[config.mk]
export PLATFORM = sky130hd
export DESIGN_NAME = alarm_multi
export DESIGN_NICKNAME = d
export VERILOG_FILES = /design/src/rtl/alarm_pkg.sv /design/src/rtl/alarm_channel.sv /design/src/rtl/alarm_multi.sv
export SDC_FILE = /design/constraint.sdc
export NUM_CORES = 1
export LEC_CHECK = 0
export BUFFER_PORTS_ARGS = -buffer_cell sky130_fd_sc_hd__clkbuf_2
export CAP_MARGIN = 30
export CORE_MARGIN = 4
export CORE_UTILIZATION = 30
export CTS_CLUSTER_SIZE = 8
export DETAILED_ROUTE_END_ITERATION = 12
export SYNTH_ARGS = -nofsm -noshare
export SYNTH_HDL_FRONTEND = slang
export SYNTH_HIERARCHICAL = 1
export SYNTH_SLANG_ARGS = --single-unit
[constraint.sdc]
create_clock -name div_clk -period 2.1 [get_ports div_clk]
set_input_delay 0.105 -clock div_clk [delete_from_list [all_inputs] [get_ports div_clk]]
set_output_delay 0.105 -clock div_clk [all_outputs]
set_load 0.01 [all_outputs]
[src/rtl/alarm_pkg.sv]
// ============================================================================
// alarm_pkg : shared types and constants for the multi-channel alarm block
// Revision  : 1.0
// ============================================================================
`default_nettype none

package alarm_pkg;

  localparam int TIME_W = 24;

  // Bit offsets of each BCD digit inside the packed time word
  localparam int SEC_L_LSB  = 0;
  localparam int SEC_H_LSB  = 4;
  localparam int MIN_L_LSB  = 8;
  localparam int MIN_H_LSB  = 12;
  localparam int HOUR_L_LSB = 16;
  localparam int HOUR_H_LSB = 20;

  typedef struct packed {
    logic [3:0] hour_h;
    logic [3:0] hour_l;
    logic [3:0] min_h;
    logic [3:0] min_l;
    logic [3:0] sec_h;
    logic [3:0] sec_l;
  } bcd_time_t;

  typedef enum logic [1:0] {
    ST_IDLE   = 2'd0,
    ST_RING   = 2'd1,
    ST_SNOOZE = 2'd2
  } state_e;

  function automatic int max_int(input int a, input int b);
    return (a > b) ? a : b;
  endfunction

endpackage

`default_nettype wire

[src/rtl/alarm_channel.sv]
// ============================================================================
// alarm_channel : one set-point comparator with ring/snooze/dismiss FSM.
// Optional feature macro: ALARM_SNOOZE_EN (adds snooze input and SNOOZE state)
// Revision      : 1.0
// ============================================================================
`default_nettype none

module alarm_channel
  import alarm_pkg::*;
#(
  parameter int RING_SECS   = 10
`ifdef ALARM_SNOOZE_EN
  ,
  parameter int SNOOZE_SECS = 300
`endif
) (
  input  logic              clk,
  input  logic              rst,
  input  logic [TIME_W-1:0] cur_time,
  input  logic [TIME_W-1:0] alarm_time,
  input  logic              en,
  input  logic              stop,
`ifdef ALARM_SNOOZE_EN
  input  logic              snooze,
`endif
  output logic              ring,
  output logic              ring_next
);

`ifdef ALARM_SNOOZE_EN
  localparam int CNT_MAX = max_int(RING_SECS, SNOOZE_SECS);
`else
  localparam int CNT_MAX = RING_SECS;
`endif
  localparam int CNT_W = $clog2(CNT_MAX + 1);
  localparam logic [CNT_W-1:0] RING_LOAD = CNT_W'(RING_SECS - 1);
`ifdef ALARM_SNOOZE_EN
  localparam logic [CNT_W-1:0] SNOOZE_LOAD = CNT_W'(SNOOZE_SECS - 1);
`endif

  bcd_time_t        now_t;
  bcd_time_t        set_t;
  logic             match;
  state_e           state;
  state_e           state_n;
  logic [CNT_W-1:0] cnt;
  logic [CNT_W-1:0] cnt_n;

  assign now_t = cur_time;
  assign set_t = alarm_time;
  assign match = en && (now_t == set_t);

  always_comb begin
    state_n = state;
    cnt_n   = cnt;
    case (state)
      ST_IDLE: begin
        if (!stop && match) begin
          state_n = ST_RING;
          cnt_n   = RING_LOAD;
        end
      end
      ST_RING: begin
        if (stop || !en) begin
          state_n = ST_IDLE;
`ifdef ALARM_SNOOZE_EN
        end else if (snooze) begin
          state_n = ST_SNOOZE;
          cnt_n   = SNOOZE_LOAD;
`endif
        end else if (cnt == '0) begin
          state_n = ST_IDLE;
        end else begin
          cnt_n = cnt - 1'b1;
        end
      end
`ifdef ALARM_SNOOZE_EN
      ST_SNOOZE: begin
        if (stop || !en) begin
          state_n = ST_IDLE;
        end else if (match || cnt == '0) begin
          state_n = ST_RING;
          cnt_n   = RING_LOAD;
        end else begin
          cnt_n = cnt - 1'b1;
        end
      end
`endif
      default: state_n = ST_IDLE;
    endcase
  end

  always_ff @(posedge clk or posedge rst) begin
    if (rst) begin
      state <= ST_IDLE;
      cnt   <= '0;
    end else begin
      state <= state_n;
      cnt   <= cnt_n;
    end
  end

  assign ring      = (state == ST_RING);
  assign ring_next = (state_n == ST_RING);

endmodule

`default_nettype wire

[src/rtl/alarm_multi.sv]
// ============================================================================
// alarm_multi : N-channel alarm controller with shared blinking active-low LED.
// Optional feature macro: ALARM_SNOOZE_EN (global snooze input)
// Revision    : 1.0
// ============================================================================
`default_nettype none

module alarm_multi
  import alarm_pkg::*;
#(
  parameter int N_CH        = 4,
  parameter int RING_SECS   = 10,
  parameter int SNOOZE_SECS = 300,
  parameter int BLINK       = 1,
  localparam int CW         = (N_CH > 1) ? $clog2(N_CH) : 1
) (
  input  logic                   div_clk,
  input  logic                   rst,
  input  logic [TIME_W-1:0]      cur_time,
  input  logic [TIME_W*N_CH-1:0] alarm_time,
  input  logic [N_CH-1:0]        alarm_en,
  input  logic                   stop,
`ifdef ALARM_SNOOZE_EN
  input  logic                   snooze,
`endif
  output logic                   alarm_led,
  output logic [N_CH-1:0]        ringing,
  output logic                   alarm_any,
  output logic [CW-1:0]          active_ch
);

  localparam logic BLINK_ON = (BLINK != 0);

  if (N_CH < 1 || N_CH > 8 || RING_SECS < 1 || SNOOZE_SECS < 1) begin : g_param_check
    $error("alarm_multi: parameter out of range");
  end

  logic [N_CH-1:0] ring_next;
  logic            any_n;
  logic [CW-1:0]   active_n;
  logic            phase;

  for (genvar i = 0; i < N_CH; i++) begin : g_ch
    alarm_channel #(
      .RING_SECS   (RING_SECS)
`ifdef ALARM_SNOOZE_EN
      ,
      .SNOOZE_SECS (SNOOZE_SECS)
`endif
    ) u_channel (
      .clk        (div_clk),
      .rst        (rst),
      .cur_time   (cur_time),
      .alarm_time (alarm_time[TIME_W*i +: TIME_W]),
      .en         (alarm_en[i]),
      .stop       (stop),
`ifdef ALARM_SNOOZE_EN
      .snooze     (snooze),
`endif
      .ring       (ringing[i]),
      .ring_next  (ring_next[i])
    );
  end

  assign any_n = |ring_next;

  // Scan from the top so the lowest ringing index is the last one written
  always_comb begin
    active_n = '0;
    for (int i = N_CH - 1; i >= 0; i--) begin
      if (ring_next[i]) active_n = CW'(i);
    end
  end

  // Phase is 0 on the first ringing tick, so the LED starts lit
  always_ff @(posedge div_clk or posedge rst) begin
    if (rst) begin
      phase     <= 1'b0;
      alarm_led <= 1'b1;
      alarm_any <= 1'b0;
      active_ch <= '0;
    end else begin
      phase     <= any_n ? ~phase : 1'b0;
      alarm_led <= ~(any_n && (!BLINK_ON || !phase));
      alarm_any <= any_n;
      active_ch <= active_n;
    end
  end

endmodule

`default_nettype wire

# Word-level counts from Yosys, hierarchy flattened
# Index checks and enable logic that the tools add are counted.
# classes
n_addsub	4
multipliers	0
div_mod_pow	0
n_lt_le_gt_ge	0
eq_ne	24
shifts	0
n_mux	37
n_bitwise	2
n_reduce_logical	36
# op_table
cell	count
24-bit equality test	4
4-bit two-way mux	12
2-bit two-way mux	16
4-bit case mux with 2 select lines	4
2-bit by 1-bit equality test with 1-bit output, second input constant	8
4-bit logical NOT	4
2-bit inequality test, second input constant	8
2-bit case mux with 2 select lines	4
4-bit AND reduction	4
4-bit by 1-bit subtractor with 4-bit output, second input constant	4
1-bit logical AND	9
2-bit logical NOT	4
2-bit by 1-bit inequality test with 1-bit output, second input constant	4
2-bit nonzero test	4
1-bit logical NOT	6
1-bit logical OR	4
4-bit OR reduction	1
1-bit NOT	2
1-bit two-way mux	1
# totals
reg_bits	29
latchBits	0
ramBits	0
rom_bits	0
out_inout_bits	8
memories	0

# Depth between registers and ports, before layout
# Gate-level depths: netlist of the first run.
# logic_depth
depth_word	10
mapped_depth	8

# Hierarchy
# Netlist of the first run, hierarchy kept.
# modules_own_cells
module	instances	cells_each	area_per_inst_um2
alarm_channel	4	69	608.1
alarm_multi	1	15	180.2

# Worst setup path after synthesis of the first run
# Ideal clock, no wire load.
# synth_timing
path_type	reg-to-reg
from	reg g_ch[1].u_channel.cnt[0]
to	reg alarm_led
setup_time_ps	60
arrival_time_ps	1544
required_ps	2040
setup_slack_ps	496
path_stages_with_launch	9
period_less_slack_ps	1604
path_cell_list	dfrtp_1 -> inv_1 -> ha_1 -> nand2b_1 -> o21ai_1 -> a21oi_1 -> nor2b_1 -> nor4_2 -> or2_1
# synth_via
elab_chain_len	8
# synth_rtl
item	line	source
start, declared	alarm_channel.sv:46	logic [CNT_W-1:0] cnt;
start signal, assigned	alarm_channel.sv:99	cnt <= cnt_n;
4-bit logical NOT	alarm_channel.sv:71	end else if (cnt == '0) begin
2-bit two-way mux	alarm_channel.sv:71	
2-bit two-way mux	alarm_channel.sv:64	if (stop || !en) begin
2-bit case mux with 2 select lines	alarm_channel.sv:56	case (state)
2-bit by 1-bit equality test with 1-bit output	alarm_channel.sv:104	assign ring_next = (state_n == ST_RING);
net ring_next[1]	alarm_multi.sv:38	logic [N_CH-1:0] ring_next;
4-bit OR reduction	alarm_multi.sv:65	assign any_n = |ring_next;
1-bit logical AND	alarm_multi.sv:84	alarm_led <= ~(any_n && (!BLINK_ON || !phase));
1-bit NOT	alarm_multi.sv:84	
end signal, assigned	alarm_multi.sv:84	
end, declared	alarm_multi.sv:26	output logic alarm_led,
# The timed path passes the listed nets, and every way through them passes these cells.
# A chain may end at the register's enable or synchronous reset.

# Final worst setup path of the first run
# Same ends and word-level chain as after synthesis.

==> results of run 1 <==
[power breakdown]
part / total [mW] / switching, mW / leakage, nW / internal [mW]
sequential: 0.566 / 0.00293 / 0.393 / 0.563
clock: 0.464 / 0.198 / 0.0455 / 0.267
combinational: 0.407 / 0.178 / 1.16 / 0.228
[cells by family (layout without fill, tap and decap cells)]
logic type                 Yosys count  count (layout)  synth area share
DFF                                 29              29             0.278
muxes                                4               4            0.0172
AOI/OAI and AO/OA                   33              33            0.0805
and+or+nand+nor                    106             106             0.256
other                                4               4           0.00575
buffers and inverters               15             158            0.0216
xor gates and xnor gates            96              96             0.322
adders and majority gates            4               4            0.0192
[per-layer routing]
metal | wire (µm) | share of wire
met1 | 3030 | 0.43
met3 | 253 | 0.036
met4 | 59 | 0.0083
met5 | 0 | 0
met2 | 3720 | 0.53
[flip-flops by register name, indices dropped and copies added, names as in the netlist]
register,flops
g_ch.u_channel/state,8
alarm_any,1
g_ch.u_channel/cnt,16
active_ch,2
alarm_led,1
phase,1
[timing repair]
item / in CTS / in global routing
resized for setup: 0 / 0
setup buffers: 0 / 0
hold endpoints to repair: 29 / 0
hold buffers: 1 / 0
[final timing paths]
kind / to / slack, ns / depth (start not counted)
max in group asynchronous: alarm_led / 1.54 / 3
min in group asynchronous: active_ch[0] / 0.32 / 3
setup / recovery: alarm_led / 0.31 / 8
hold reg to reg: phase / 0.42 / 1
setup reg to reg: alarm_led / 0.31 / 8
hold / removal: g_ch[0].u_channel/cnt[3] / 0.27 / 4
[worst register-to-register path: stages, from the launching register on]
cell	delay (ns)
dfrtp_1	0.39
inv_1	0.06
ha_1	0.23
nand2b_1	0.08
o21ai_1	0.07
a21oi_1	0.27
nor2b_1	0.31
nor4_2	0.10
or2_1	0.22
[synth_stat cells (all sizes together), types with 5 or more instances]
cell and instances:
a21oi 13, nor2 10, nand4 20, dfrtp 28, xnor2 96, nand3 12
nor2b 12, nand2 8, nor4 5, nand2b 9, nor3 13, inv 15
[cells in the final DEF, fill, tap and decap left out, types with 2 or more instances in the layout]
cell / netlist / layout
a211o_1: 4 / 4
a21o_1: 4 / 4
a21oi_1: 13 / 13
and2_2: 4 / 4
and2b_1: 4 / 4
and3_2: 4 / 4
clkbuf_1: 0 / 2
clkbuf_2: 0 / 134
clkbuf_8: 0 / 6
conb_1: 4 / 4
dfrtp_1: 28 / 28
ha_1: 4 / 4
inv_1: 15 / 15
mux2_2: 4 / 4
nand2_1: 8 / 8
nand2b_1: 9 / 9
nand3_1: 12 / 12
nand4_1: 20 / 20
nor2_1: 10 / 10
nor2b_1: 8 / 8
nor2b_4: 4 / 4
nor3_1: 13 / 13
nor3b_1: 4 / 4
nor4_2: 5 / 5
o21ai_1: 4 / 4
o22ai_1: 4 / 4
o31a_1: 4 / 4
xnor2_1: 96 / 96
[metrics by stage]
stage	hold WS (ns)	total power [mW]
global placement	0.0741	0.978
detailed placement	0.0652	0.985
CTS	0.258	1.46
global route	0.288	1.52
finish	0.268	1.44
floorplan	-0.117	0.788
[final cells by class]
| type | instances | area (µm²) |
|---|---|---|
| fill | 852 | 4830 |
| sequential | 29 | 727 |
| tap | 105 | 131 |
| clock buffer | 8 | 90.1 |
| inverter | 15 | 56.3 |
| multi-input combinational | 247 | 1830 |
| timing repair buffer | 135 | 681 |
==> impl_metrics.ini, run 1 <==
[synth]
yosysTopAreaCell = xnor2_1
syn_inst = 291
synth_top_area_frac = 0.322
synth_cell_types = 27
async_flop_share = 1.00
ys_seq_area_frac = 0.278
synthTopCellsByArea = xnor2_1, dfrtp_1, nand4_1, a21oi_1, nor3_1
netlist_area_um2 = 2610
synth-seq-cells = 29
syn_avg_cell_area_um2 = 8.98
ys_warn_count = 6
synth_edf_count = 0
synth_flop_cell = dfrtp_1
syn-num-nets = 422

[sta]
setup_tns_ns = 0
rsz0062_at_grt = no
setup_violations = 0
fin_ws_ns = 0.310
slew_viol_final = 0
final.period_utilization = 0.853
fin_skew_ns = 0.00845
max_freq_ghz = 0.559
fin_crit_ns = 1.79
final_hold_viol_count = 0

[run]
max_cap_violations = 0

[cells_and_area]
layoutNonFillerInstCount = 539
diodes = 0
design_area_um2 = 3510
layout-drive-gt1-share = 0.373
area_growth_syn_to_layout_pct = 34.5
final_core_util = 0.421
final_nets = 564

[placement]
dpl_cell_area_um2 = 3410
place_congestion = 0.833
dp.cells = 530
post-place-ws_ns = 0.231
post-dp-hpwl_um = 6340
port_buffers = 134

[global_route]
antenna_found_initial = 0
grt_pass1_wl_um = 11200
grt_overflow = 0
grt_pass1_vias = 2433
grt_util_met3 = 0.0289
grtUsageMet2 = 0.237
grt_util_met1 = 0.176
grt.busiest_layer = met2
grt_max_degree = 10
grtUsageTotal = 0.136

[setup_path]
cp.arrival_ns = 2.00
worst_path_largest_cell_delay_ns = 0.39
critPathLaunchType = register
crit_fanout = 5
worst-path-buf-inv = 1
critical_path_class = reg2reg
critPathCaptureType = register
worstReg2RegStart = g_ch[1].u_channel/cnt[0]
crit_family = simple AND/OR/NAND/NOR gates
crit_required_ns = 2.31
crit_start = g_ch[1].u_channel/cnt[0]
slowest_stage = dfrtp_1
crit_chain = inv_1 > ha_1 > nand2b_1 > o21ai_1 > a21oi_1 > nor2b_1 > nor4_2 > or2_1

[floorplan]
core.rowCount = 33
initial_core_util = 0.313
coreArea_um2 = 8340
die_w_um = 101
io_pins = 135
die_area_um2 = 10300
die_h_um = 101

[cts]
clock_tree.htree_level_count = 2
cts-root-buf = clkbuf_8
clock_latency_ns = 0.27
cts_tree = done
cts_made_buffers = 5
path_clk_slew_ns = 0.06
cts_buffer_depth = 2
cts.sinks = 29

[min_path]
hold_class = in2reg
hold_start = alarm_en[0]

[route]
vias_per_cell = 4.55
wl_um = 7070
first_iter_violations = 78
drc = 0
post_drt_wl_per_cell_um = 13.1
drtPass1Iterations = 4
vias = 2455
ant_nets = 0

[status]
status = complete, no violations

[pwr]
power.static_leakage_nw = 1.60
powerDensity_nw_per_um2 = 409
ir_drop_uv = 228
(Power assumes the default switching activity.)
==> run 2: changes to the inputs <==
--- a/config.mk
+++ b/config.mk
@@ -7,7 +7,7 @@
 export LEC_CHECK = 0
 export BUFFER_PORTS_ARGS = -buffer_cell sky130_fd_sc_hd__clkbuf_2
 export CAP_MARGIN = 30
-export CORE_MARGIN = 4
+export CORE_MARGIN = 10
 export CORE_UTILIZATION = 30
 export CTS_CLUSTER_SIZE = 8
 export DETAILED_ROUTE_END_ITERATION = 12
==> constraint.sdc (replaced) <==
create_clock -name div_clk -period 1.8 [get_ports div_clk]
set_input_delay 0.09 -clock div_clk [delete_from_list [all_inputs] [get_ports div_clk]]
set_output_delay 0.09 -clock div_clk [all_outputs]
set_load 0.01 [all_outputs]
==> run 2 against run 1 <==
Register-to-register slack got worse by 0.28 ns. Clock skew fell by 0.0042 ns. Utilization rose by 2.3 points. Non-clock buffer count rose by 16. Hold slack got worse by 0.017 ns. Setup slack got worse by 0.28 ns. Combinational power rose by 19%. First-iteration DRC count fell by 31%. Global-route usage fell by 2.0 points. Cell count rose by 3.0%. Sequential power rose by 17%. Die area rose by 25%. Largest cell class unchanged.
==> impl_metrics.ini, run 2 (synthesis gave the netlist of run 1 again) <==
[placement]
place_congestion = 0.784
dp.cells = 543
port_buffers = 134
post-dp-hpwl_um = 7290
post-place-ws_ns = 0.00161

[floorplan]
die_w_um = 113
core.rowCount = 33
io_pins = 135
die_h_um = 113
die_area_um2 = 12800
initial_core_util = 0.313
coreArea_um2 = 8340

[pwr]
p_int_mw = 1.34
combPwrFrac = 0.266
power.static_leakage_nw = 1.70
seqPwrFrac = 0.362
ir_drop_uv = 249
switching_share = 0.264
p_sw_mw = 0.482
pwr-share-clk = 0.372
powerDensity_nw_per_um2 = 492

[route]
post_drt_wl_per_cell_um = 14.5
ant_nets = 0
drc = 0
wl_um = 8070
vias = 2549
first_iter_violations = 54
drtPass1Iterations = 4
vias_per_cell = 4.59

[global_route]
grtUsageTotal = 0.116
grt_max_degree = 12
antenna_found_initial = 0
grt_pass1_vias = 2708
grt_overflow = 0
grt_pass1_wl_um = 12300

[cells_and_area]
layout_commonest_cell = clkbuf_2
largest_reg_flops = 16
layout-drive-gt1-share = 0.424
top_regs = g_ch.u_channel/cnt (16), g_ch.u_channel/state (8), active_ch (2)
n_fill_cell = 856
layoutNonFillerInstCount = 555
final_nets = 580
area_growth_syn_to_layout_pct = 42.0
diodes = 0
layout_common_cells = clkbuf_2, xnor2_1, dfrtp_1
top_register = g_ch.u_channel/cnt

[setup_path]
crit_family = simple AND/OR/NAND/NOR gates
slowest_stage = dfrtp_1
crit_start = g_ch[2].u_channel/cnt[1]
critPathLaunchType = register
crit_chain = inv_1 > ha_1 > nand2b_1 > o21ai_2 > a21oi_1 > nor2b_2 > nor4_4 > or2_1
critPathCaptureType = register
r2r_slack_ns = 0.03
crit_required_ns = 2.01
worst_path_largest_cell_delay_ns = 0.37
cp.arrival_ns = 1.99
crit_fanout = 3
worstReg2RegStart = g_ch[2].u_channel/cnt[1]
critical_path_class = reg2reg
worst-path-buf-inv = 1

[min_path]
hold_start = alarm_en[3]
hold_class = in2reg

[cts]
clock_tree.htree_level_count = 2
path_clk_slew_ns = 0.07
cts-root-buf = clkbuf_8
clock_latency_ns = 0.28
cts_buffer_depth = 2
cts_made_buffers = 5
cts.sinks = 29
cts_tree = done

[sta]
final.period_utilization = 0.985
slew_viol_final = 0
max_freq_ghz = 0.564
fin_ws_ns = 0.0268
setup_tns_ns = 0
fin_skew_ns = 0.00422
setup_violations = 0
final_hold_viol_count = 0
fin_crit_ns = 1.77

[run]
max_cap_violations = 0

[status]
status = complete, no violations
[run 2: tightest hold or removal path, cell delays in order]
cell      delay, ns
clkbuf_2       0.08
nor2b_4        0.13
nand3_1        0.08
a211o_1        0.12
[run 2: worst paths after layout]
path / to / cells after the start
max: alarm_led / 8
min: g_ch[3].u_channel/cnt[3] / 4
max reg2reg: alarm_led / 8
min reg2reg: phase / 1
max in group asynchronous: g_ch[2].u_channel/cnt[1] / 3
min in group asynchronous: active_ch[0] / 3
[run 2: cell type report]
class | instances | area, µm² | area share
timing repair buffer | 151 | 801 | 0.216
inverter | 15 | 56.3 | 0.0152
tap | 105 | 131 | 0.0354
multi-input combinational | 247 | 1880 | 0.506
clock buffer | 5 | 68.8 | 0.0186
clock inverter | 3 | 46.3 | 0.0125
sequential | 29 | 727 | 0.196
[run 2: metal layers]
| metal | share of wire | vias to the layer above | wire [µm] | track usage |
|---|---|---|---|---|
| met3 | 0.046 | 6 | 370 | 0.0301 |
| met5 | 0 | - | 0 | 0 |
| met4 | 0.0055 | 0 | 44 | 0.0203 |
| met1 | 0.37 | 1176 | 2990 | 0.122 |
| met2 | 0.58 | 54 | 4660 | 0.225 |
| li1 | - | 1313 | - | - |
[run 2: stage by stage]
step	power, mW	hold slack, ns	utilization	instance area, µm²
6_report	1.83	0.251	0.445	3710
3_3_place_gp	1.14	0.0706	0.421	3510
5_1_grt	1.93	0.267	0.445	3710
3_5_place_dp	1.15	0.0669	0.421	3510
2_1_floorplan	0.919	-0.132	-	2610
4_1_cts	1.84	0.241	0.436	3640
[run 2: what timing repair did]
| action | 4_1_cts | 5_1_grt |
|---|---|---|
| resized for setup | 0 | 13 |
| setup buffers | 0 | 3 |
| hold buffers | 1 | 0 |
| endpoints found under the hold margin | 29 | 0 |
| setup endpoints to repair | 0 | 7 |
[run 2: power groups by stage]
stage               clock, mW  sequential (mW)  combinational [mW]
finish                  0.680            0.660               0.485
global route            0.735            0.660               0.532
CTS                     0.699            0.660               0.484
detailed placement          0            0.672               0.481
global placement            0            0.672               0.470
floorplan                   0            0.671               0.248
